File: src/rtl/uart_cmd_mem_ctrl.sv
// ASCII command parser: 'p' frame write, 'r' frame read (hex reply over UART TX), 'P' register write.
// Define CMD_TIMEOUT_EN to abort partial commands after TIMEOUT_CYCLES without an accepted byte.
module uart_cmd_mem_ctrl #(
    parameter int ADDR_WIDTH      = 17,
    parameter int DATA_WIDTH      = 12,
    parameter int DEPTH           = 76800,
    parameter int ADDR_DIGITS     = 5,
    parameter int DATA_DIGITS     = 3,
    parameter int REG_ADDR_WIDTH  = 7,
    parameter int REG_DATA_WIDTH  = 25,
    parameter int REG_ADDR_DIGITS = 2,
    parameter int REG_DATA_DIGITS = 7,
    parameter int TIMEOUT_CYCLES  = 1000000
) (
    input  logic                      clk,
    input  logic                      rst,
    input  logic                      i_enable,
    input  logic                      i_rx_dv,
    input  logic [7:0]                i_rx_byte,
    input  logic                      i_tx_done,
    output logic                      o_tx_dv,
    output logic [7:0]                o_tx_byte,
    output logic [ADDR_WIDTH-1:0]     o_addr_wr,
    output logic [DATA_WIDTH-1:0]     o_data_wr,
    output logic                      o_we,
    output logic [ADDR_WIDTH-1:0]     o_addr_rd,
    output logic                      o_re,
    input  logic [DATA_WIDTH-1:0]     i_data_rd,
    output logic [REG_ADDR_WIDTH-1:0] o_addr_wr_reg,
    output logic [REG_DATA_WIDTH-1:0] o_data_reg,
    output logic                      o_we_reg,
    output logic [3:0]                o_state,
    output logic                      o_err
);

    localparam logic [3:0] S_IDLE   = 4'd0;
    localparam logic [3:0] S_W_ADDR = 4'd1;
    localparam logic [3:0] S_W_DATA = 4'd2;
    localparam logic [3:0] S_W_MEM  = 4'd3;
    localparam logic [3:0] S_R_ADDR = 4'd4;
    localparam logic [3:0] S_R_MEM  = 4'd5;
    localparam logic [3:0] S_R_WAIT = 4'd6;
    localparam logic [3:0] S_TX_HEX = 4'd7;
    localparam logic [3:0] S_TX_EOL = 4'd8;
    localparam logic [3:0] S_G_ADDR = 4'd9;
    localparam logic [3:0] S_G_DATA = 4'd10;
    localparam logic [3:0] S_G_MEM  = 4'd11;
    localparam logic [3:0] S_ERR    = 4'd12;

    localparam int CNT_W = 4;
    localparam int HEX_W = 4 * DATA_DIGITS;
    localparam logic [CNT_W-1:0] CNT_ONE    = CNT_W'(1);
    localparam logic [CNT_W-1:0] LAST_ADDR  = CNT_W'(ADDR_DIGITS - 1);
    localparam logic [CNT_W-1:0] LAST_DATA  = CNT_W'(DATA_DIGITS - 1);
    localparam logic [CNT_W-1:0] LAST_GADDR = CNT_W'(REG_ADDR_DIGITS - 1);
    localparam logic [CNT_W-1:0] LAST_GDATA = CNT_W'(REG_DATA_DIGITS - 1);

    function automatic logic is_dec(input logic [7:0] b);
        return (b >= 8'h30) && (b <= 8'h39);
    endfunction

    function automatic logic is_hex(input logic [7:0] b);
        return is_dec(b) || ((b >= 8'h61) && (b <= 8'h66)) || ((b >= 8'h41) && (b <= 8'h46));
    endfunction

    // Letters 'a'/'A' have low nibble 1, so +9 maps them onto 10..15.
    function automatic logic [3:0] hex_val(input logic [7:0] b);
        return is_dec(b) ? b[3:0] : b[3:0] + 4'd9;
    endfunction

    function automatic logic [7:0] hex_chr(input logic [3:0] n);
        return (n < 4'd10) ? {4'h3, n} : 8'h57 + {4'h0, n};
    endfunction

    logic [3:0]                state_q, state_d;
    logic [CNT_W-1:0]          cnt_q, cnt_d;
    logic [ADDR_WIDTH-1:0]     addr_acc_q, addr_acc_d;
    logic [DATA_WIDTH-1:0]     data_acc_q, data_acc_d;
    logic [REG_ADDR_WIDTH-1:0] gaddr_acc_q, gaddr_acc_d;
    logic [REG_DATA_WIDTH-1:0] gdata_acc_q, gdata_acc_d;
    logic [HEX_W-1:0]          tx_sh_q, tx_sh_d;
    logic                      tx_busy_q, tx_busy_d;
    logic                      tx_dv_q, tx_dv_d;
    logic [7:0]                tx_byte_q, tx_byte_d;
    logic [ADDR_WIDTH-1:0]     addr_wr_q, addr_wr_d;
    logic [DATA_WIDTH-1:0]     data_wr_q, data_wr_d;
    logic                      we_q, we_d;
    logic [ADDR_WIDTH-1:0]     addr_rd_q, addr_rd_d;
    logic                      re_q, re_d;
    logic [REG_ADDR_WIDTH-1:0] addr_wr_reg_q, addr_wr_reg_d;
    logic [REG_DATA_WIDTH-1:0] data_reg_q, data_reg_d;
    logic                      we_reg_q, we_reg_d;
    logic                      err_q, err_d;

    logic       rx_ok;
    logic [3:0] nib;
    logic       dec_ok, hex_ok;
    logic [31:0] addr_ext;
    logic       addr_ok;

    assign rx_ok    = i_rx_dv & i_enable;
    assign nib      = hex_val(i_rx_byte);
    assign dec_ok   = is_dec(i_rx_byte);
    assign hex_ok   = is_hex(i_rx_byte);
    assign addr_ext = 32'(addr_acc_q);
    assign addr_ok  = addr_ext < DEPTH;

`ifdef CMD_TIMEOUT_EN
    logic [31:0] to_cnt_q, to_cnt_d;
    logic        in_field;
    assign in_field = (state_q == S_W_ADDR) || (state_q == S_W_DATA) || (state_q == S_R_ADDR) ||
                      (state_q == S_G_ADDR) || (state_q == S_G_DATA);
`else
    localparam int TIMEOUT_UNUSED = TIMEOUT_CYCLES;
`endif

    always_comb begin
        state_d       = state_q;
        cnt_d         = cnt_q;
        addr_acc_d    = addr_acc_q;
        data_acc_d    = data_acc_q;
        gaddr_acc_d   = gaddr_acc_q;
        gdata_acc_d   = gdata_acc_q;
        tx_sh_d       = tx_sh_q;
        tx_busy_d     = tx_busy_q;
        tx_byte_d     = tx_byte_q;
        addr_wr_d     = addr_wr_q;
        data_wr_d     = data_wr_q;
        addr_rd_d     = addr_rd_q;
        addr_wr_reg_d = addr_wr_reg_q;
        data_reg_d    = data_reg_q;
        tx_dv_d       = 1'b0;
        we_d          = 1'b0;
        re_d          = 1'b0;
        we_reg_d      = 1'b0;
        err_d         = 1'b0;
`ifdef CMD_TIMEOUT_EN
        to_cnt_d      = to_cnt_q;
`endif
        if (i_enable) begin
            case (state_q)
                S_IDLE: if (rx_ok) begin
                    cnt_d       = '0;
                    addr_acc_d  = '0;
                    data_acc_d  = '0;
                    gaddr_acc_d = '0;
                    gdata_acc_d = '0;
                    case (i_rx_byte)
                        8'h70:   state_d = S_W_ADDR;
                        8'h72:   state_d = S_R_ADDR;
                        8'h50:   state_d = S_G_ADDR;
                        default: state_d = S_IDLE;
                    endcase
                end
                S_W_ADDR, S_R_ADDR: if (rx_ok) begin
                    if (dec_ok) begin
                        addr_acc_d = addr_acc_q * ADDR_WIDTH'(10) + ADDR_WIDTH'(nib);
                        if (cnt_q == LAST_ADDR) begin
                            cnt_d   = '0;
                            state_d = (state_q == S_W_ADDR) ? S_W_DATA : S_R_MEM;
                        end else begin
                            cnt_d = cnt_q + CNT_ONE;
                        end
                    end else begin
                        state_d = S_ERR;
                    end
                end
                S_W_DATA: if (rx_ok) begin
                    if (hex_ok) begin
                        data_acc_d = DATA_WIDTH'({data_acc_q, nib});
                        if (cnt_q == LAST_DATA) begin
                            cnt_d   = '0;
                            state_d = S_W_MEM;
                        end else begin
                            cnt_d = cnt_q + CNT_ONE;
                        end
                    end else begin
                        state_d = S_ERR;
                    end
                end
                S_W_MEM: begin
                    if (addr_ok) begin
                        we_d      = 1'b1;
                        addr_wr_d = addr_acc_q;
                        data_wr_d = data_acc_q;
                        state_d   = S_IDLE;
                    end else begin
                        state_d = S_ERR;
                    end
                end
                S_R_MEM: begin
                    if (addr_ok) begin
                        re_d      = 1'b1;
                        addr_rd_d = addr_acc_q;
                        cnt_d     = '0;
                        state_d   = S_R_WAIT;
                    end else begin
                        state_d = S_ERR;
                    end
                end
                // o_re is registered, so read data lands two cycles after R_MEM.
                S_R_WAIT: begin
                    if (cnt_q == '0) begin
                        cnt_d = CNT_ONE;
                    end else begin
                        tx_sh_d   = HEX_W'(i_data_rd);
                        tx_busy_d = 1'b0;
                        cnt_d     = '0;
                        state_d   = S_TX_HEX;
                    end
                end
                S_TX_HEX: begin
                    if (!tx_busy_q) begin
                        tx_dv_d   = 1'b1;
                        tx_byte_d = hex_chr(tx_sh_q[HEX_W-1 -: 4]);
                        tx_sh_d   = tx_sh_q << 4;
                        tx_busy_d = 1'b1;
                    end else if (i_tx_done) begin
                        tx_busy_d = 1'b0;
                        if (cnt_q == LAST_DATA) begin
                            cnt_d   = '0;
                            state_d = S_TX_EOL;
                        end else begin
                            cnt_d = cnt_q + CNT_ONE;
                        end
                    end
                end
                S_TX_EOL: begin
                    if (!tx_busy_q) begin
                        tx_dv_d   = 1'b1;
                        tx_byte_d = 8'h0A;
                        tx_busy_d = 1'b1;
                    end else if (i_tx_done) begin
                        tx_busy_d = 1'b0;
                        state_d   = S_IDLE;
                    end
                end
                S_G_ADDR: if (rx_ok) begin
                    if (hex_ok) begin
                        gaddr_acc_d = REG_ADDR_WIDTH'({gaddr_acc_q, nib});
                        if (cnt_q == LAST_GADDR) begin
                            cnt_d   = '0;
                            state_d = S_G_DATA;
                        end else begin
                            cnt_d = cnt_q + CNT_ONE;
                        end
                    end else begin
                        state_d = S_ERR;
                    end
                end
                S_G_DATA: if (rx_ok) begin
                    if (hex_ok) begin
                        gdata_acc_d = REG_DATA_WIDTH'({gdata_acc_q, nib});
                        if (cnt_q == LAST_GDATA) begin
                            cnt_d   = '0;
                            state_d = S_G_MEM;
                        end else begin
                            cnt_d = cnt_q + CNT_ONE;
                        end
                    end else begin
                        state_d = S_ERR;
                    end
                end
                S_G_MEM: begin
                    we_reg_d      = 1'b1;
                    addr_wr_reg_d = gaddr_acc_q;
                    data_reg_d    = gdata_acc_q;
                    state_d       = S_IDLE;
                end
                S_ERR: begin
                    err_d   = 1'b1;
                    state_d = S_IDLE;
                end
                default: state_d = S_IDLE;
            endcase
`ifdef CMD_TIMEOUT_EN
            to_cnt_d = '0;
            if (in_field && !rx_ok) begin
                to_cnt_d = to_cnt_q + 32'd1;
                if (to_cnt_d == 32'(TIMEOUT_CYCLES)) begin
                    to_cnt_d = '0;
                    state_d  = S_ERR;
                end
            end
`endif
        end
    end

    always_ff @(posedge clk) begin
        if (rst) begin
            state_q       <= S_IDLE;
            cnt_q         <= '0;
            addr_acc_q    <= '0;
            data_acc_q    <= '0;
            gaddr_acc_q   <= '0;
            gdata_acc_q   <= '0;
            tx_sh_q       <= '0;
            tx_busy_q     <= 1'b0;
            tx_dv_q       <= 1'b0;
            tx_byte_q     <= '0;
            addr_wr_q     <= '0;
            data_wr_q     <= '0;
            we_q          <= 1'b0;
            addr_rd_q     <= '0;
            re_q          <= 1'b0;
            addr_wr_reg_q <= '0;
            data_reg_q    <= '0;
            we_reg_q      <= 1'b0;
            err_q         <= 1'b0;
`ifdef CMD_TIMEOUT_EN
            to_cnt_q      <= '0;
`endif
        end else begin
            state_q       <= state_d;
            cnt_q         <= cnt_d;
            addr_acc_q    <= addr_acc_d;
            data_acc_q    <= data_acc_d;
            gaddr_acc_q   <= gaddr_acc_d;
            gdata_acc_q   <= gdata_acc_d;
            tx_sh_q       <= tx_sh_d;
            tx_busy_q     <= tx_busy_d;
            tx_dv_q       <= tx_dv_d;
            tx_byte_q     <= tx_byte_d;
            addr_wr_q     <= addr_wr_d;
            data_wr_q     <= data_wr_d;
            we_q          <= we_d;
            addr_rd_q     <= addr_rd_d;
            re_q          <= re_d;
            addr_wr_reg_q <= addr_wr_reg_d;
            data_reg_q    <= data_reg_d;
            we_reg_q      <= we_reg_d;
            err_q         <= err_d;
`ifdef CMD_TIMEOUT_EN
            to_cnt_q      <= to_cnt_d;
`endif
        end
    end

    assign o_state       = state_q;
    assign o_tx_dv       = tx_dv_q;
    assign o_tx_byte     = tx_byte_q;
    assign o_addr_wr     = addr_wr_q;
    assign o_data_wr     = data_wr_q;
    assign o_we          = we_q;
    assign o_addr_rd     = addr_rd_q;
    assign o_re          = re_q;
    assign o_addr_wr_reg = addr_wr_reg_q;
    assign o_data_reg    = data_reg_q;
    assign o_we_reg      = we_reg_q;
    assign o_err         = err_q;

endmodule

File: config.mk
export PLATFORM = sky130hd
export DESIGN_NAME = uart_cmd_mem_ctrl
export DESIGN_NICKNAME = d
export VERILOG_FILES = /design/src/rtl/uart_cmd_mem_ctrl.sv
export SDC_FILE = /design/constraint.sdc
export NUM_CORES = 1
export LEC_CHECK = 0
export CORE_MARGIN = 2
export CORE_UTILIZATION = 45
export DETAILED_ROUTE_END_ITERATION = 8
export DONT_BUFFER_PORTS = 1
export GPL_ROUTABILITY_DRIVEN = 0
export PLACE_DENSITY_LB_ADDON = 0.3
export SLEW_MARGIN = 20
export SYNTH_ARGS = -nofsm -noshare
export SYNTH_HDL_FRONTEND = slang
export SYNTH_SLANG_ARGS = --single-unit
File: constraint.sdc
create_clock -name clk -period 12.1 [get_ports clk]
set_clock_uncertainty 0.15 [all_clocks]
set_input_delay 3.025 -clock clk [delete_from_list [all_inputs] [get_ports clk]]
set_output_delay 3.025 -clock clk [all_outputs]
set_load 0.05 [all_outputs]
Yosys cells after proc, flatten, opt, wreduce, memory -nomap -nowiden
Index checks and enable logic that the tools add are counted.
{"block": "totals", "mem_count": 0, "mem_bits_ro": 0, "reg_bits": 173, "in_bits": 25, "mem_bits_rw": 0, "latchBits": 0}
{"block": "classes", "n_mux": 74, "shifts": 0, "n_eq_ne": 41, "n_reduce_logical": 33, "order_cmp": 8, "add_sub_neg": 4, "n_bitwise": 5, "div": 0, "n_mul": 1}
{"cell": "$mux W4", "n": 38}
{"cell": "$mux W25", "n": 3}
{"cell": "$mux W12", "n": 5}
{"cell": "$mux W17", "n": 3}
{"cell": "$pmux W25 S2", "n": 1}
{"cell": "$pmux W12 S2", "n": 2}
{"cell": "$pmux W4 S10", "n": 1}
{"cell": "$ne A2 B2 Y1 const B", "n": 18}
{"cell": "$pmux W17 S2", "n": 1}
{"cell": "$pmux W4 S8", "n": 1}
{"cell": "$eq A4 B3 Y1 const B", "n": 6}
{"cell": "$eq A8 B7 Y1 const B", "n": 3}
{"cell": "$mux W8", "n": 3}
{"cell": "$mux W7", "n": 3}
{"cell": "$eq A4 B4 Y1 const B", "n": 5}
{"cell": "$reduce_and A5 Y1", "n": 4}
{"cell": "$add A17 B4 Y17", "n": 1}
{"cell": "$lt A17 B17 Y1 const B", "n": 1}
{"cell": "$mul A17 B3 Y16 const B", "n": 1}
{"cell": "$ge A8 B7 Y1 const B", "n": 2}
{"cell": "$le A8 B7 Y1 const B", "n": 2}
{"cell": "$pmux W8 S2", "n": 1}
{"cell": "$reduce_and A16 Y1", "n": 1}
{"cell": "$pmux W7 S2", "n": 1}
{"cell": "26 further kinds", "n": 59}

Logic depth before layout (Yosys ltp)
Gate-level depths: netlist of the first run.
{"block": "logic_depth", "ltp_word": 7, "mapped_depth": 17, "depth_no_buf": 17}

Least setup slack after synthesis of the first run
Ideal clock, no wire load.
{"block": "synth_path", "kind": "input to register", "startpoint": "in i_rx_byte[0]", "endpoint": "reg addr_acc_q[15]", "arrival_ns": 5.919, "required_time_ns": 11.881, "slack_ns": 5.962, "cell_stages": 16, "cell_sequence": "inv_1 -> ha_1 -> o21bai_4 -> a21oi_1 -> nand2_1 -> o21ai_0 -> ha_1 -> inv_1 -> fa_1 -> nor2b_1 -> o2111ai_1 -> or3_1 -> nor3_1 -> nand3_1 -> xor2_1 -> o21ai_1"}
{"block": "synth_between", "elab_chain_cells": 7, "word_cells_on_any_way": 11, "cone_classes": "2 x add/sub; 2 x order compare; 1 x eq/ne; 4 x mux; 2 x reduce/logical"}
{"element": "start: declaration", "line": "19", "rtl": "input logic [7:0] i_rx_byte,"}
{"element": "$ge A8 B6 Y1 / $le A8 B6 Y1 (equally long branches)", "line": "59", "rtl": "return (b >= 8'h30) && (b <= 8'h39);"}
{"element": "$logic_and A1 B1 Y1", "line": "59"}
{"element": "$mux W4", "line": "68", "rtl": "return is_dec(b) ? b[3:0] : b[3:0] + 4'd9;"}
{"element": "$add A17 B4 Y17", "line": "157", "rtl": "addr_acc_d = addr_acc_q * ADDR_WIDTH'(10) + ADDR_WIDTH'(nib);"}
{"element": "$mux W17", "line": "156", "rtl": "if (dec_ok) begin"}
{"element": "$mux W17", "line": "155", "rtl": "S_W_ADDR, S_R_ADDR: if (rx_ok) begin"}
{"element": "$pmux W17 S2", "line": "141", "rtl": "case (state_q)"}
{"element": "end signal: assignment", "line": "316", "rtl": "addr_acc_q <= addr_acc_d;"}
{"element": "end: declaration", "line": "77", "rtl": "logic [ADDR_WIDTH-1:0] addr_acc_q, addr_acc_d;"}
Several ways; a longest one is shown, not always the timed one. The select of a mux whose other input is x is not followed.
A chain may end at the register's enable or synchronous reset.

Worst setup path after layout of the first run
Ends and elaborated chain as after synthesis.

==> results.yml, run 1 <==
setup_path:
  crit_path_start_kind: "input pin"
  slowest_stage: "a2111oi_4"
  critPathKind: "input pin to flip-flop"
  worstPathMaxFanout: 10
  path_cells: "inv_1 > ha_1 > o21bai_4 > a2111oi_4 > a31oi_1 > xor2_1 > ha_1 > nor2b_1 > o2111ai_1 > or3_1 > nor3_1 > nand3_1 > xor2_1 > o21ai_1"
  reg2reg_depth: 11
  r2r-end: "addr_acc_q[16]$_SDFFE_PP0P_"
  r2r_setup_slack_ps: 8490
  r2r_start: "addr_acc_q[1]$_SDFFE_PP0P_"
  cp-end-kind: "flip-flop"
  cp_data_required_time_ps: 12310
  slowest_delay_ps: 710
  worstPathArrival_ps: 6390
clocking:
  postCtsHoldBufs: 0
  cts_root_buf: "clkbuf_16"
  tritoncts: "done"
  cts-resized-gates: 0
  clk_latency_ps: 430
  numCtsBuffers: 17
  clock_path_buffers: 2
  clk_pin_slew_ps: 70
  htree_levels: 4
  postCtsSetupRepairBufs: 0
  clock-sinks: 172
yosys:
  synth_ff_type: "dfxtp_1"
  synthTopCellsByArea: "dfxtp_1 43%, nand2_1 10%, a21oi_1 9.4%, ha_1 5.8%, nor2_1 5.0%"
  async_flop_share_pct: 0
  ys_seq_area_share_pct: 43.0
  yosys_register_bits: 172
  syn_nets: 1088
  postSynthAreaPerCell_um2: 7.82
  synth.largest_area_cell: "dfxtp_1"
  ys_types: 64
  synth_top_area_share_pct: 43.0
  synthTopCellsByCount: "216 x nand2_1, 172 x dfxtp_1, 150 x a21oi_1, 106 x nor2_1, 60 x clkbuf_1"
  synth_edf_count: 0
  synthCells: 1024
  yosysWarnings: 0
  synth_area_mm2: 0.00801
  yosysMostFrequentCell: "nand2_1"
placement:
  io_buffers: 0
  post-place-ws_ps: 5490
  dp_hpwl_um: 13100
layout:
  num-fill-cells: 1736
  nNetsFinal: 1052
  diodes: 0
  final_util_pct: 50.2
  syn_to_final_growth_pct: 8.67
  drive_above_1_share_pct: 5.09
grt:
  grt_max_degree: 170
  first_global_vias: 5919
  grt_pass1_wl_um: 30700
  grt_usage_pct: 20.4
  overflow: 0
  antenna_found_initial: 0
timing:
  hold_violations: 0
  finalMaxSlewViolations: 0
  fin_ws_ps: 5910
  min_period_over_period_pct: 51.1
  fmaxAchievable_ghz: 0.162
  tns_ps: 0
  period_minus_slack_ps: 6190
  setup_viol: 0
  hold_ws_ps: 298
  rsz0062_at_grt: "no"
  slew_headroom_pct: 37.6
  worst_slew_pin_slew_ps: 937
detailed_routing:
  dr.pass1.iters: 5
  drc_errors: 0
  wl_per_cell_um: 15.8
  vias_per_cell: 5.57
  routed_wl_um: 19400
  detail-route-antenna-nets: 0
  route.vias.total: 6834
  drt_iter0_drc: 539
floorplanning:
  ioPinCount: 120
  chipWidth_um: 137
  die_area_mm2: 0.0189
  core_area_mm2: 0.0174
  start_util_pct: 46.2
  num_rows: 48
  dieHeight_um: 137
min_path:
  hp-class: "flip-flop to flip-flop"
  holdCritStartpoint: "gaddr_acc_q[4]$_SDFFE_PP0P_"
  min_to: "o_addr_wr_reg[4]$_SDFFE_PP0P_"
  whs_path_depth: 2
status:
  status: "finished clean"
power_and_ir_drop:
  p_leak_nw: 3.19
  ir_drop_v: 0.000127
  p_per_area_mw_per_mm2: 132
flow_run:
  maxCapViolCount: 0
cells by family (layout without fill, tap and decap cells):
logic type / Yosys count / in the layout / synth area share, %
AOI/OAI and AO/OA: 251 / 251 / 18.5
xor gates and xnor gates: 31 / 31 / 3.39
adders and majority gates: 39 / 39 / 6.28
buffers and inverters: 82 / 59 / 3.92
DFF: 172 / 172 / 43.0
muxes: 10 / 10 / 1.25
other: 1 / 1 / 0.0468
and+or+nand+nor: 438 / 438 / 23.6
how the worst max path moves through the flow:
stage | start | endpoint | slack, ps
2_1_floorplan | i_rx_byte[0] | addr_acc_q[15]$_SDFFE_PP0P_ | 5960
3_3_place_gp | i_rx_byte[0] | addr_acc_q[15]$_SDFFE_PP0P_ | 5650
3_5_place_dp | i_rx_byte[0] | addr_acc_q[15]$_SDFFE_PP0P_ | 5490
4_1_cts | i_rx_byte[0] | addr_acc_q[15]$_SDFFE_PP0P_ | 5930
5_1_grt | i_rx_byte[0] | addr_acc_q[15]$_SDFFE_PP0P_ | 5660
6_report | i_rx_byte[0] | addr_acc_q[15]$_SDFFE_PP0P_ | 5910
through the flow:
step | cells | area (um^2) | total power [mW]
after floorplan | 1024 | 8010 | 0.627
after global placement | 1193 | 8110 | 0.628
after detailed placement | 1193 | 8110 | 0.629
after CTS | 1225 | 8690 | 1.16
after global routing | 1226 | 8710 | 1.19
final | 1226 | 8710 | 1.15
power breakdown:
| group | leakage (nW) | switching, mW | internal [mW] |
|---|---|---|---|
| sequential | 1.39 | 0.00500 | 0.568 |
| combinational | 1.53 | 0.0299 | 0.0131 |
| clock | 0.276 | 0.237 | 0.295 |
| total | 3.19 | 0.272 | 0.876 |
area by class of cell:
class / count / area, um^2 / area share [%]
multi-input combinational: 770 / 4260 / 48.9
inverter: 17 / 63.8 / 0.733
clock buffer: 20 / 447 / 5.13
clock inverter: 12 / 134 / 1.54
sequential: 172 / 3440 / 39.5
tap: 225 / 282 / 3.23
timing repair buffer: 10 / 78.8 / 0.905
routing by layer:
layer / vias up / routed length, um / GRT usage [%]
met1: 3192 / 9090 / 28.4
met4: 0 / 170 / 5.38
li1: 3457 / - / -
met3: 12 / 1500 / 5.89
met2: 173 / 8650 / 30.9
met5: - / 0 / 0
worst max-delay path, delay by kind of cell:
family          cells  cell delay (ps)
simple gates        4             1020
compound gates      5             1220
xor+xnor            2              540
fa+ha+maj           2              500
buf+inv             1               90
placed cells by master (no fill, tap or decap), types with 3 or more instances in the layout:
cell type,count
nand2_1,216
dfxtp_1,172
a21oi_1,150
nor2_1,106
nand3_1,44
ha_1,37
o21ai_0,19
xnor2_1,18
nor3_1,17
clkbuf_16,17
inv_1,16
a31oi_1,16
xor2_1,13
a211oi_1,13
a22oi_1,12
mux2i_1,10
and3_1,9
buf_4,9
a21o_1,6
nor2b_1,6
nand4_1,6
or3_1,6
clkinv_4,5
nand3b_1,4
o21ai_1,4
nand2b_1,4
o211ai_1,4
a211o_1,3
and2_1,3
o22ai_1,3
o21a_1,3
No activity file was read; power rests on OpenSTA's default activity.
==> run 2: changes to the inputs <==
Clock period 12.1 ns to 5.8 ns, I/O delays scaled along.
==> run 2 against run 1 <==
- critical path depth grew 1
- non-clock buffer count grew 3
- register-to-register slack lost 6400 ps
- highest routed layer unchanged
- total power grew 110%
- global-route usage grew 0.49 points
- cell area grew 0.53%
- cell count grew 0.24%
- combinational power grew 110%
- worst setup slack lost 4500 ps
- sequential power grew 110%
==> results.yml, run 2 (synthesized netlist as in run 1, its figures left out) <==
layout:
  syn_to_final_growth_pct: 9.24
  nNetsFinal: 1055
  layout_commonest_cell: "nand2_1"
  num-fill-cells: 1686
  final_util_pct: 50.4
  drive_above_1_share_pct: 5.38
  final_area_mm2: 0.00875
  most-common-layout-cells: "216 x nand2_1, 172 x dfxtp_1, 150 x a21oi_1"
  diodes: 0
detailed_routing:
  drc_errors: 0
  drt_iter0_drc: 537
  route.vias.total: 6871
  dr.pass1.iters: 5
  routed_wl_um: 19600
  wl_per_cell_um: 15.9
  detail-route-antenna-nets: 0
  vias_per_cell: 5.59
setup_path:
  critPathKind: "input pin to flip-flop"
  slowest_stage: "or3_1"
  r2r_start: "addr_acc_q[1]$_SDFFE_PP0P_"
  r2r-end: "addr_acc_q[16]$_SDFFE_PP0P_"
  cp_top_family: "simple AND/OR/NAND/NOR gates"
  worstPathArrival_ps: 4620
  critical_path_buf_inv_count: 2
  slowest_delay_ps: 410
  reg2reg_depth: 11
  crit_path_start_kind: "input pin"
  r2r_setup_slack_ps: 2090
  cp_data_required_time_ps: 6010
  path_cells: "inv_1 > ha_1 > o21bai_4 > a2111oi_4 > buf_4 > a31oi_1 > xor2_1 > ha_1 > nor2b_1 > o2111ai_1 > or3_1 > nor3_1 > nand3_1 > xor2_1 > o21ai_1"
  cp-end-kind: "flip-flop"
  worstPathMaxFanout: 10
timing:
  slew_headroom_pct: 28.1
  period_minus_slack_ps: 4410
  finalMaxSlewViolations: 0
  hold_ws_ps: 301
  fin_ws_ps: 1390
  worst_slew_pin_slew_ps: 1070
  rsz0062_at_grt: "no"
  hold_violations: 0
  setup_viol: 0
  min_period_over_period_pct: 76.1
  fmaxAchievable_ghz: 0.227
  tns_ps: 0
clocking:
  cts_root_buf: "clkbuf_16"
  postCtsHoldBufs: 0
  clk_pin_slew_ps: 70
  clock-sinks: 172
  postCtsSetupRepairBufs: 0
  cts-resized-gates: 0
  numCtsBuffers: 17
  clk_latency_ps: 430
  htree_levels: 4
  clock_path_buffers: 2
  tritoncts: "done"
floorplanning:
  start_util_pct: 46.2
  core_area_mm2: 0.0174
  dieHeight_um: 137
  ioPinCount: 120
  num_rows: 48
  die_area_mm2: 0.0189
  chipWidth_um: 137
flow_run:
  maxCapViolCount: 0
placement:
  dp_hpwl_um: 13200
  dpl_cell_area_mm2: 0.00814
  io_buffers: 0
  post-place-ws_ps: 936
min_path:
  holdCritStartpoint: "data_acc_q[11]$_SDFFE_PP0P_"
  hp-class: "flip-flop to flip-flop"
  whs_path_depth: 2
  min_to: "o_data_wr[11]$_SDFFE_PP0P_"
grt:
  grt_pass1_wl_um: 31100
  grt_max_degree: 170
  first_global_vias: 6001
  overflow: 0
  grt_usage_pct: 20.9
  antenna_found_initial: 0
status:
  status: "finished clean"
power_and_ir_drop:
  ir_drop_v: 0.000221
  p_per_area_mw_per_mm2: 280
  p_leak_nw: 3.22
==> run 2: final cells by class <==
type / count / area (um^2) / share of cell area [%]
repair buffers: 13 / 97.6 / 1.11
inverters: 17 / 63.8 / 0.729
clock buffers: 20 / 457 / 5.22
clock inverters: 12 / 154 / 1.76
multi-input cells: 770 / 4260 / 48.6
flip-flops and latches: 172 / 3440 / 39.3
well taps: 225 / 282 / 3.22
==> run 2: routing by layer <==
metal | track usage [%] | wire [um] | part of all wire, % | up-vias
met5 | 0 | 0 | 0 | -
met4 | 6.59 | 263 | 1.3 | 0
met3 | 6.36 | 1540 | 7.9 | 21
met2 | 31.3 | 8680 | 44 | 193
met1 | 28.7 | 9100 | 46 | 3209
li1 | - | - | - | 3448
==> run 2: metrics by stage <==
step,power [mW],instances
final,2.45,1229
after global routing,2.53,1229
after CTS,2.48,1229
after detailed placement,1.31,1197
after global placement,1.31,1197
after floorplan,1.31,1024
==> run 2: worst max path at each step <==
| stage | depth (start not counted) | startpoint | to |
|---|---|---|---|
| after floorplan | 16 | i_rx_byte[0] | addr_acc_q[15]$_SDFFE_PP0P_ |
| after global placement | 16 | i_rx_byte[0] | addr_acc_q[15]$_SDFFE_PP0P_ |
| after detailed placement | 15 | i_rx_byte[0] | addr_acc_q[15]$_SDFFE_PP0P_ |
| after CTS | 15 | i_rx_byte[0] | addr_acc_q[15]$_SDFFE_PP0P_ |
| after global routing | 15 | i_rx_byte[0] | addr_acc_q[15]$_SDFFE_PP0P_ |
| final | 15 | i_rx_byte[0] | addr_acc_q[15]$_SDFFE_PP0P_ |
==> run 2: power breakdown <==
group	internal (mW)	switching [mW]
clock network	0.670	0.491
logic	0.0284	0.0620
registers	1.19	0.0107
total	1.88	0.564
==> run 2: worst reg2reg max path, stage by stage (launching register included) <==
cell	delay (ps)
dfxtp_1	520
ha_1	300
ha_1	240
fa_1	430
a211oi_1	260
o21ai_0	200
a2111oi_0	630
nor2_1	130
xnor2_1	310
nand4_1	160
xnor2_1	170
o21ai_0	90
==> run 3: changes to the inputs <==
Clock period 5.8 ns to 4.6 ns, I/O delays scaled along.
==> run 3 against run 2 <==
- via count up 0.17%
- clock power is 28% higher
- combinational power grew 28%
- hold slack improved by 3.5 ps
- sequential share of layout area shrank 0.10 points
- global-route usage about the same
- wire length increased by 1.0%
- non-clock buffer count grew 4
==> results.yml, run 3 (synthesized netlist as in run 1, its figures left out) <==
clocking:
  clk_latency_ps: 430
  numCtsBuffers: 17
  tritoncts: "done"
  clk_pin_slew_ps: 60
  clock-sinks: 172
  postCtsHoldBufs: 0
  clock_path_buffers: 2
  htree_levels: 4
  postCtsSetupRepairBufs: 0
  cts-resized-gates: 0
  cts_root_buf: "clkbuf_16"
placement:
  dp_hpwl_um: 13300
  dpl.cell_count: 1201
  io_buffers: 0
  post-place-ws_ps: 38.6
detailed_routing:
  drc_errors: 0
  drt_iter0_drc: 544
  wl_per_cell_um: 16.1
  route.vias.total: 6883
  vias_per_cell: 5.59
  dr.pass1.iters: 5
  detail-route-antenna-nets: 0
  routed_wl_um: 19800
status:
  status: "finished clean"
floorplanning:
  num_rows: 48
  die_area_mm2: 0.0189
  start_util_pct: 46.2
  dieHeight_um: 137
  chipWidth_um: 137
  ioPinCount: 120
  core_area_mm2: 0.0174
grt:
  grt_usage_pct: 20.9
  antenna_found_initial: 0
  overflow: 0
  grt_pass1_wl_um: 31100
  first_global_vias: 6125
  grt_max_degree: 170
power_and_ir_drop:
  switching_share_pct: 22.7
  comb_power_share_pct: 3.7
  p_clk_share_pct: 47.7
  p_per_area_mw_per_mm2: 355
  p_leak_nw: 3.24
  switchingPower_mw: 0.708
  p_seq_share_pct: 48.6
  ir_drop_v: 0.000267
  p_int_mw: 2.40
  p_total_mw: 3.11
timing:
  finalMaxSlewViolations: 0
  fmaxAchievable_ghz: 0.241
  period_minus_slack_ps: 4160
  tns_ps: 0
  worst_slew_pin_slew_ps: 921
  slew_headroom_pct: 38.6
  fin_ws_ps: 444
  hold_violations: 0
  setup_viol: 0
  min_period_over_period_pct: 90.4
  rsz0062_at_grt: "no"
setup_path:
  critPathKind: "input pin to flip-flop"
  slowest_stage: "or3_1"
  worstPathArrival_ps: 4370
  cp-end-kind: "flip-flop"
  worstPathMaxFanout: 5
  crit_path_start_kind: "input pin"
  slowest_delay_ps: 400
  cp_data_required_time_ps: 4810
  path_cells: "inv_1 > ha_1 > o21bai_4 > a21oi_1 > nand2_1 > o21ai_0 > ha_1 > inv_1 > fa_1 > nor2b_1 > o2111ai_1 > or3_1 > nor3_1 > nand3_1 > xor2_1 > o21ai_1"
min_path:
  hp-class: "flip-flop to flip-flop"
layout:
  final_cell_count_no_fill: 1231
  diodes: 0
  layout_commonest_cell: "nand2_1"
  syn_to_final_growth_pct: 9.53
  num-fill-cells: 1687
  drive_above_1_share_pct: 5.67
  most-common-layout-cells: "216 x nand2_1, 172 x dfxtp_1, 150 x a21oi_1"
  nNetsFinal: 1059
  final_util_pct: 50.6
flow_run:
  maxCapViolCount: 0
==> run 3: cell types whose count changed in the layout (fill, tap and decap cells not counted), sizes merged <==
| cell | before | now |
|---|---|---|
| clkinvlp | 3 | 1 |
| bufinv | 2 | 3 |
| inv | 21 | 20 |
| clkinv | 3 | 5 |
| clkbuf | 20 | 18 |
| buf | 13 | 17 |
==> run 3: path summary, 6_finish.rpt <==
kind / to / depth (start not counted) / slack [ps] / startpoint
setup reg to reg: addr_acc_q[16]$_SDFFE_PP0P_ / 11 / 910 / addr_acc_q[3]$_SDFFE_PP0P_
hold reg to reg: o_data_wr[8]$_SDFFE_PP0P_ / 2 / 300 / data_acc_q[8]$_SDFFE_PP0P_
hold / removal: o_data_wr[8]$_SDFFE_PP0P_ / 2 / 300 / data_acc_q[8]$_SDFFE_PP0P_
setup / recovery: addr_acc_q[15]$_SDFFE_PP0P_ / 16 / 440 / i_rx_byte[0]
==> run 3: critical path, delay by kind of cell <==
| family | cells | cell delay [ps] |
|---|---|---|
| compound gates | 5 | 900 |
| simple gates | 5 | 1140 |
| xor+xnor | 1 | 160 |
| buf+inv | 2 | 140 |
| fa+ha+maj | 3 | 880 |
==> run 3: cell type report <==
cell class,count,area [um^2],area share (%)
tap,225,282,3.21
clock buffer,18,439,5.00
sequential,172,3440,39.2
multi-input combinational,770,4260,48.5
clock inverter,12,163,1.85
inverter,17,63.8,0.727
timing repair buffer,17,128,1.45
==> run 3: layer usage <==
layer	GRT usage, %	vias up	share of wire (%)
li1	-	3453	-
met1	28.5	3230	46
met2	31.2	181	45
met3	6.92	19	7.7
met4	6.36	0	1.3
met5	0	-	0
==> run 3: power groups by stage <==
stage                     Clock, mW  Sequential (mW)  Combinational (mW)
after floorplan                   0             1.55               0.103
after global placement            0             1.55               0.114
after CTS                      1.52             1.51               0.115
after global routing           1.57             1.51               0.129
final                          1.48             1.51               0.116
after detailed placement          0             1.55               0.115
==> run 3: metrics by stage <==
stage | cell area [um^2] | hold slack (ps)
after CTS | 8770 | 302
after global routing | 8780 | 326
final | 8780 | 305
after detailed placement | 8170 | 293
after floorplan | 8010 | 282
after global placement | 8170 | 285
==> patch 1, RTL diff (config.mk and constraints of run 1) <==
Build with the macro `CMD_TIMEOUT_EN` defined.
--- a/src/rtl/uart_cmd_mem_ctrl.sv
+++ b/src/rtl/uart_cmd_mem_ctrl.sv
@@ -1,4 +1,6 @@
 // ASCII command parser: 'p' frame write, 'r' frame read (hex reply over UART TX), 'P' register write.
 // Define CMD_TIMEOUT_EN to abort partial commands after TIMEOUT_CYCLES without an accepted byte.
+`define CMD_TIMEOUT_EN
+
 module uart_cmd_mem_ctrl #(
     parameter int ADDR_WIDTH      = 17,
Check against the original RTL: no difference found for any inputs over 4 cycles, from zero or initial values and one cycle with rst high; that may be too few to reach the edited logic, so the function may still have changed.
==> patch 1 against run 1 <==
- area after synthesis increased by 28%
- critical endpoint is now addr_acc_q[16]$_SDFFE_PP0P_
- setup slack got worse by 0.18 ns
- largest power group is now the clock network
- final area increased by 29%
- count of clock-buffer cells in the layout increased by 11
- power increased by 34%
- routed wire length increased by 35%
- critical path type unchanged
- synthesized cell count increased by 25%
- sequential cell count increased by 32
==> patch 1: results (changes against run 1) <==
.. list-table::
   :header-rows: 1

   * - Metric
     - Value
   * - Number of optimization iterations in the first detailed-route pass
     - 5 (unchanged)
   * - Max H-tree Level
     - 1 (-3)
   * - Path type of the worst min-delay path
     - reg -> reg
   * - Max Root-Sink Buffers
     - 3 (+1)
   * - Met1 usage in global routing
     - 27.9% (-0.58 points)
   * - Antenna cells
     - 0 (unchanged)
   * - Met2 Track Usage GR
     - 35.7% (+4.8 points)
   * - Post-synthesis area per instance
     - 8.00 um2 (+2.2%)
   * - Data arrival time of the worst path
     - 6.69 ns (+0.30 ns)
   * - Delay of the slowest cell on the worst path
     - 0.60 ns (-0.11 ns)
   * - Maximum number of pins on one net before global-route repair
     - 198 (+16%)
   * - Initial drt markers
     - 762 (+41%)
   * - Max Fanout on Critical Path
     - 4 (-6)
   * - Placed Cells incl. Taps
     - 1494 (+25%)
   * - Number of warnings issued by yosys
     - 0 (unchanged)
   * - Max FFs per register
     - 32
   * - Cells taking the most area after synthesis
     - dfxtp_1 40%, nand2_1 7.1%, a21oi_1 5.6%
   * - Post-CTS Setup Bufs
     - 0 (unchanged)
   * - Static Leakage
     - 3.98 nW (+25%)
   * - All-Layer GR Usage
     - 21.4% (+0.99 points)
   * - Total Nets Final
     - 1299 (+23%)
   * - Vias in the first global route
     - 8455 (+43%)
   * - Share of synthesized area occupied by flip-flops and latches
     - 39.9% (-3.1 points)
   * - First-pass GRT wire length
     - 43.1 mm (+40%)
   * - Total length of routed met3 wires
     - 1.62 mm (+8.3%)
   * - Maximum VDD drop
     - 0.0932 mV (-27%)
   * - Worst max-slew margin expressed relative to the limit
     - 30.5% (-7.1 points)
   * - Post-DP HPWL
     - 17.5 mm (+33%)
   * - Clock input transition at the sequential cells of the worst setup and hold paths
     - 0.06 ns
   * - Wirelength per Cell
     - 17.1 um (+7.8%)
   * - Met3 layer usage reported by global route
     - 4.60% (-1.3 points)
   * - Detailed-route via count
     - 9029 (+32%)
   * - Number of resized instances in the post-cts repair step
     - 0 (unchanged)
   * - Top metal layer carrying routed signals
     - met4
   * - Antenna violations before repair
     - 0 (unchanged)
   * - Buffers added on ports
     - 0 (unchanged)
   * - Fraction of final layout cells with drive strength greater than 1
     - 6.16% (+1.1 points)
   * - Overall routed net length
     - 26.2 mm (+35%)
   * - Count of different cell masters after synthesis
     - 74 (+16%)
   * - Run status
     - complete, no violations
   * - Leading cell types by count after synthesis
     - 204 x dfxtp_1, 194 x nand2_1, 142 x nor2_1
   * - Highest-delay cell along the critical path
     - nor4b_1
   * - Async set or reset register ratio after synthesis
     - 0% (unchanged)
   * - Sum of met2 wire segment lengths after detailed routing
     - 12.5 mm (+44%)
   * - Clock insertion delay at the later pin of the skew report
     - 0.53 ns (+0.10 ns)
   * - TritonCTS buffer count
     - 23 (+6)
   * - WL met1
     - 11.5 mm (+27%)
-- patch 1: cell count changes after synthesis, sizes merged, moves of 9 or more --
cell | before | now
a22oi | 12 | 51
nor2 | 107 | 143
a21oi | 150 | 115
dfxtp | 172 | 204
nand2 | 216 | 196
o21ai | 23 | 43
mux2i | 10 | 28
nor4 | 1 | 18
clkbuf | 60 | 76
nor3 | 18 | 33
inv | 16 | 29
nand4 | 6 | 19
a211oi | 13 | 22
or2 | 2 | 11
-- patch 1: metrics by stage --
stage	area, um2	hold WS (ns)	worst slack [ns]	total power, mW	util (%)
after floorplan	10200	0.282	5.64	0.755	-
after global placement	10400	0.287	5.32	0.763	46.1
after detailed placement	10400	0.294	5.22	0.764	46.2
after CTS	11300	0.301	5.75	1.55	50.0
after global routing	11300	0.323	5.46	1.59	50.0
final	11300	0.306	5.73	1.54	50.0
-- patch 1: power breakdown --
group	total (mW)	internal [mW]	leakage (nW)	switching (mW)
Clock	0.788	0.500	0.418	0.288
Combinational	0.0697	0.0208	1.92	0.0489
Sequential	0.680	0.674	1.64	0.00622
Total	1.54	1.19	3.98	0.343
-- patch 1: area by class of cell --
class / instances / area (um2)
multi-input cells: 964 / 5750
fillers: 2170 / 11200
well taps: 285 / 357
inverters: 29 / 109
clock buffers: 31 / 636
clock inverters: 11 / 226
flip-flops and latches: 204 / 4080
repair buffers: 12 / 90.1
-- patch 1: kinds of logic (layout without fill, tap and decap cells) --
logic type / count (synthesis) / in the layout / synth area share [%]
AND/OR/NAND/NOR: 538 / 538 / 24.8
XOR/XNOR: 31 / 31 / 2.65
multiplexers: 28 / 28 / 2.74
other: 1 / 1 / 0.0366
buffers and inverters: 113 / 83 / 4.36
AO/OA/AOI/OAI: 326 / 326 / 20.5
flip-flops: 204 / 204 / 39.9
adder cells (fa/ha/maj): 40 / 40 / 5.03
-- patch 1: worst paths after layout --
path / startpoint / to / slack (ns) / cells past startpoint
worst max-delay path: i_rx_byte[1] / addr_acc_q[16]$_SDFFE_PP0P_ / 5.73 / 14
worst min-delay path: gdata_acc_q[22]$_SDFFE_PP0P_ / o_data_reg[22]$_SDFFE_PP0P_ / 0.31 / 2
worst max register to register: to_cnt_q[0]$_SDFFE_PP0P_ / to_cnt_q[3]$_SDFFE_PP0P_ / 8.16 / 9
worst min register to register: gdata_acc_q[22]$_SDFFE_PP0P_ / o_data_reg[22]$_SDFFE_PP0P_ / 0.31 / 2
-- patch 1: critical path, delay by kind of cell --
| family | cells | cell delay [ns] |
|---|---|---|
| AOI/OAI and AO/OA | 4 | 0.87 |
| xor gates and xnor gates | 1 | 0.37 |
| adders and majority gates | 2 | 0.44 |
| buffers and inverters | 1 | 0.07 |
| and+or+nand+nor | 6 | 1.89 |
==> patch 2, RTL diff (settings of run 1) <==
Made on the original files. Put one more register stage on the output `o_data_reg`. The value now appears one clock later. The other outputs are not delayed to match.
--- a/src/rtl/uart_cmd_mem_ctrl.sv
+++ b/src/rtl/uart_cmd_mem_ctrl.sv
@@ -346,5 +346,7 @@
     assign o_re          = re_q;
     assign o_addr_wr_reg = addr_wr_reg_q;
-    assign o_data_reg    = data_reg_q;
+    always_ff @(posedge clk) begin
+        o_data_reg <= data_reg_q;
+    end
     assign o_we_reg      = we_reg_q;
     assign o_err         = err_q;
Behaviour: no difference found for any inputs over 4 cycles, from zero or initial values and one cycle with rst high; that may be too few to reach the edited logic, so the function may still have changed.
==> patch 2 against run 1 <==
- clock power increased by 5.8%
- global-route usage up 0.16 points
- routed wire length grew 6.9%
- setup slack lost 0.096 ns
- sequential power grew 14%
- critical path depth up 1
- area after synthesis up 7.0%
- final area up 7.3%
- power grew 9.3%
- sequential cell count grew 25
- non-clock buffer count grew 1
- die area grew 6.8%
- via count up 3.1%
- first-iteration DRC count is 3.3% higher
==> patch 2: results (changes against run 1) <==
.. list-table::
   :header-rows: 1

   * - Metric
     - Value
   * - Run status
     - complete, no violations
   * - Met3 layer usage reported by global route
     - 5.62% (-0.27 points)
   * - Total Nets Final
     - 1065 (+1.2%)
   * - Leading cell types by count after synthesis
     - 229 x nand2_1, 197 x dfxtp_1, 146 x a21oi_1
   * - Wirelength per Cell
     - 16.6 um (+5.1%)
   * - Setup slack of the worst register-to-register path
     - 8.59 ns (+0.10 ns)
   * - Post-DP HPWL
     - 14.0 mm (+6.8%)
   * - Proportion of synthesized area in mux cells
     - 2.12% (+0.87 points)
   * - Via density
     - 5.65 (+1.3%)
   * - Fraction of final layout cells with drive strength greater than 1
     - 5.82% (+0.72 points)
   * - Cell count of the worst hold path
     - 0 (-2)
   * - Count of different cell masters after synthesis
     - 68 (+6.3%)
   * - Met1 usage in global routing
     - 28.0% (-0.40 points)
   * - Initial drt markers
     - 557 (+3.3%)
   * - Crit path capture
     - addr_acc_q[13]$_SDFFE_PP0P_
   * - Startpoint of the worst hold path
     - data_reg_q[1]$_SDFFE_PP0P_
   * - Share of synthesized area occupied by flip-flops and latches
     - 46.0% (+3.0 points)
   * - First-pass GRT wire length
     - 33.5 mm (+9.3%)
   * - Maximum VDD drop
     - 0.0803 mV (-37%)
   * - Cells taking the most area after synthesis
     - dfxtp_1 46%, nand2_1 10%, a21oi_1 8.5%
   * - All-Layer GR Usage
     - 20.6% (+0.16 points)
   * - Met2 Track Usage GR
     - 31.3% (+0.45 points)
   * - Reg-to-reg startpoint
     - addr_acc_q[3]$_SDFFE_PP0P_
   * - Post-Synth Adder-Cell Area
     - 5.86% (-0.41 points)
   * - Maximum number of pins on one net before global-route repair
     - 173 (+1.8%)
   * - Vias in the first global route
     - 6454 (+9.0%)
   * - Overall routed net length
     - 20.8 mm (+6.9%)
-- patch 2: logic make-up (layout without fill, tap and decap cells) --
kind of cell,count (synthesis),after routing
fa+ha+maj,39,39
other cells,1,1
xor+xnor,25,25
flops,197,197
mux,18,18
buf+inv,82,61
compound gates,248,248
simple gates,425,425
-- patch 2: report_power, final --
part	total [mW]	leakage [nW]	switching, mW	internal, mW
registers	0.654	1.59	0.00436	0.649
logic	0.0381	1.46	0.0259	0.0122
clock network	0.563	0.289	0.282	0.281
-- patch 2: stage by stage --
| step | hold slack (ns) | utilization, % | setup WS [ns] |
|---|---|---|---|
| 2_1_floorplan | 0.181 | - | 5.92 |
| 3_3_place_gp | 0.185 | 46.6 | 5.64 |
| 3_5_place_dp | 0.185 | 46.6 | 5.46 |
| 4_1_cts | 0.201 | 49.8 | 5.91 |
| 5_1_grt | 0.211 | 50.0 | 5.54 |
| 6_report | 0.196 | 50.0 | 5.82 |
-- patch 2: worst reg2reg max path: cells and delay by family, from the launching register on --
family	cells	cell delay (ns)
simple gates	4	1.23
fa+ha+maj	3	0.93
flops	1	0.49
compound gates	3	0.62
-- patch 2: metal layers --
metal  vias up  wire length, um
met5         -                0
met4         0              448
met3        30             1400
met2       212             9280
met1      3284             9620
li1       3521                -
-- patch 2: layout make-up --
| cell class | instances | area (um2) | share of cell area [%] |
|---|---|---|---|
| clock buffers | 17 | 425 | 4.55 |
| clock inverters | 15 | 175 | 1.87 |
| inverters | 18 | 67.6 | 0.723 |
| multi-input cells | 756 | 4350 | 46.6 |
| flip-flops and latches | 197 | 3940 | 42.2 |
| well taps | 234 | 293 | 3.13 |
| repair buffers | 11 | 90.1 | 0.964 |
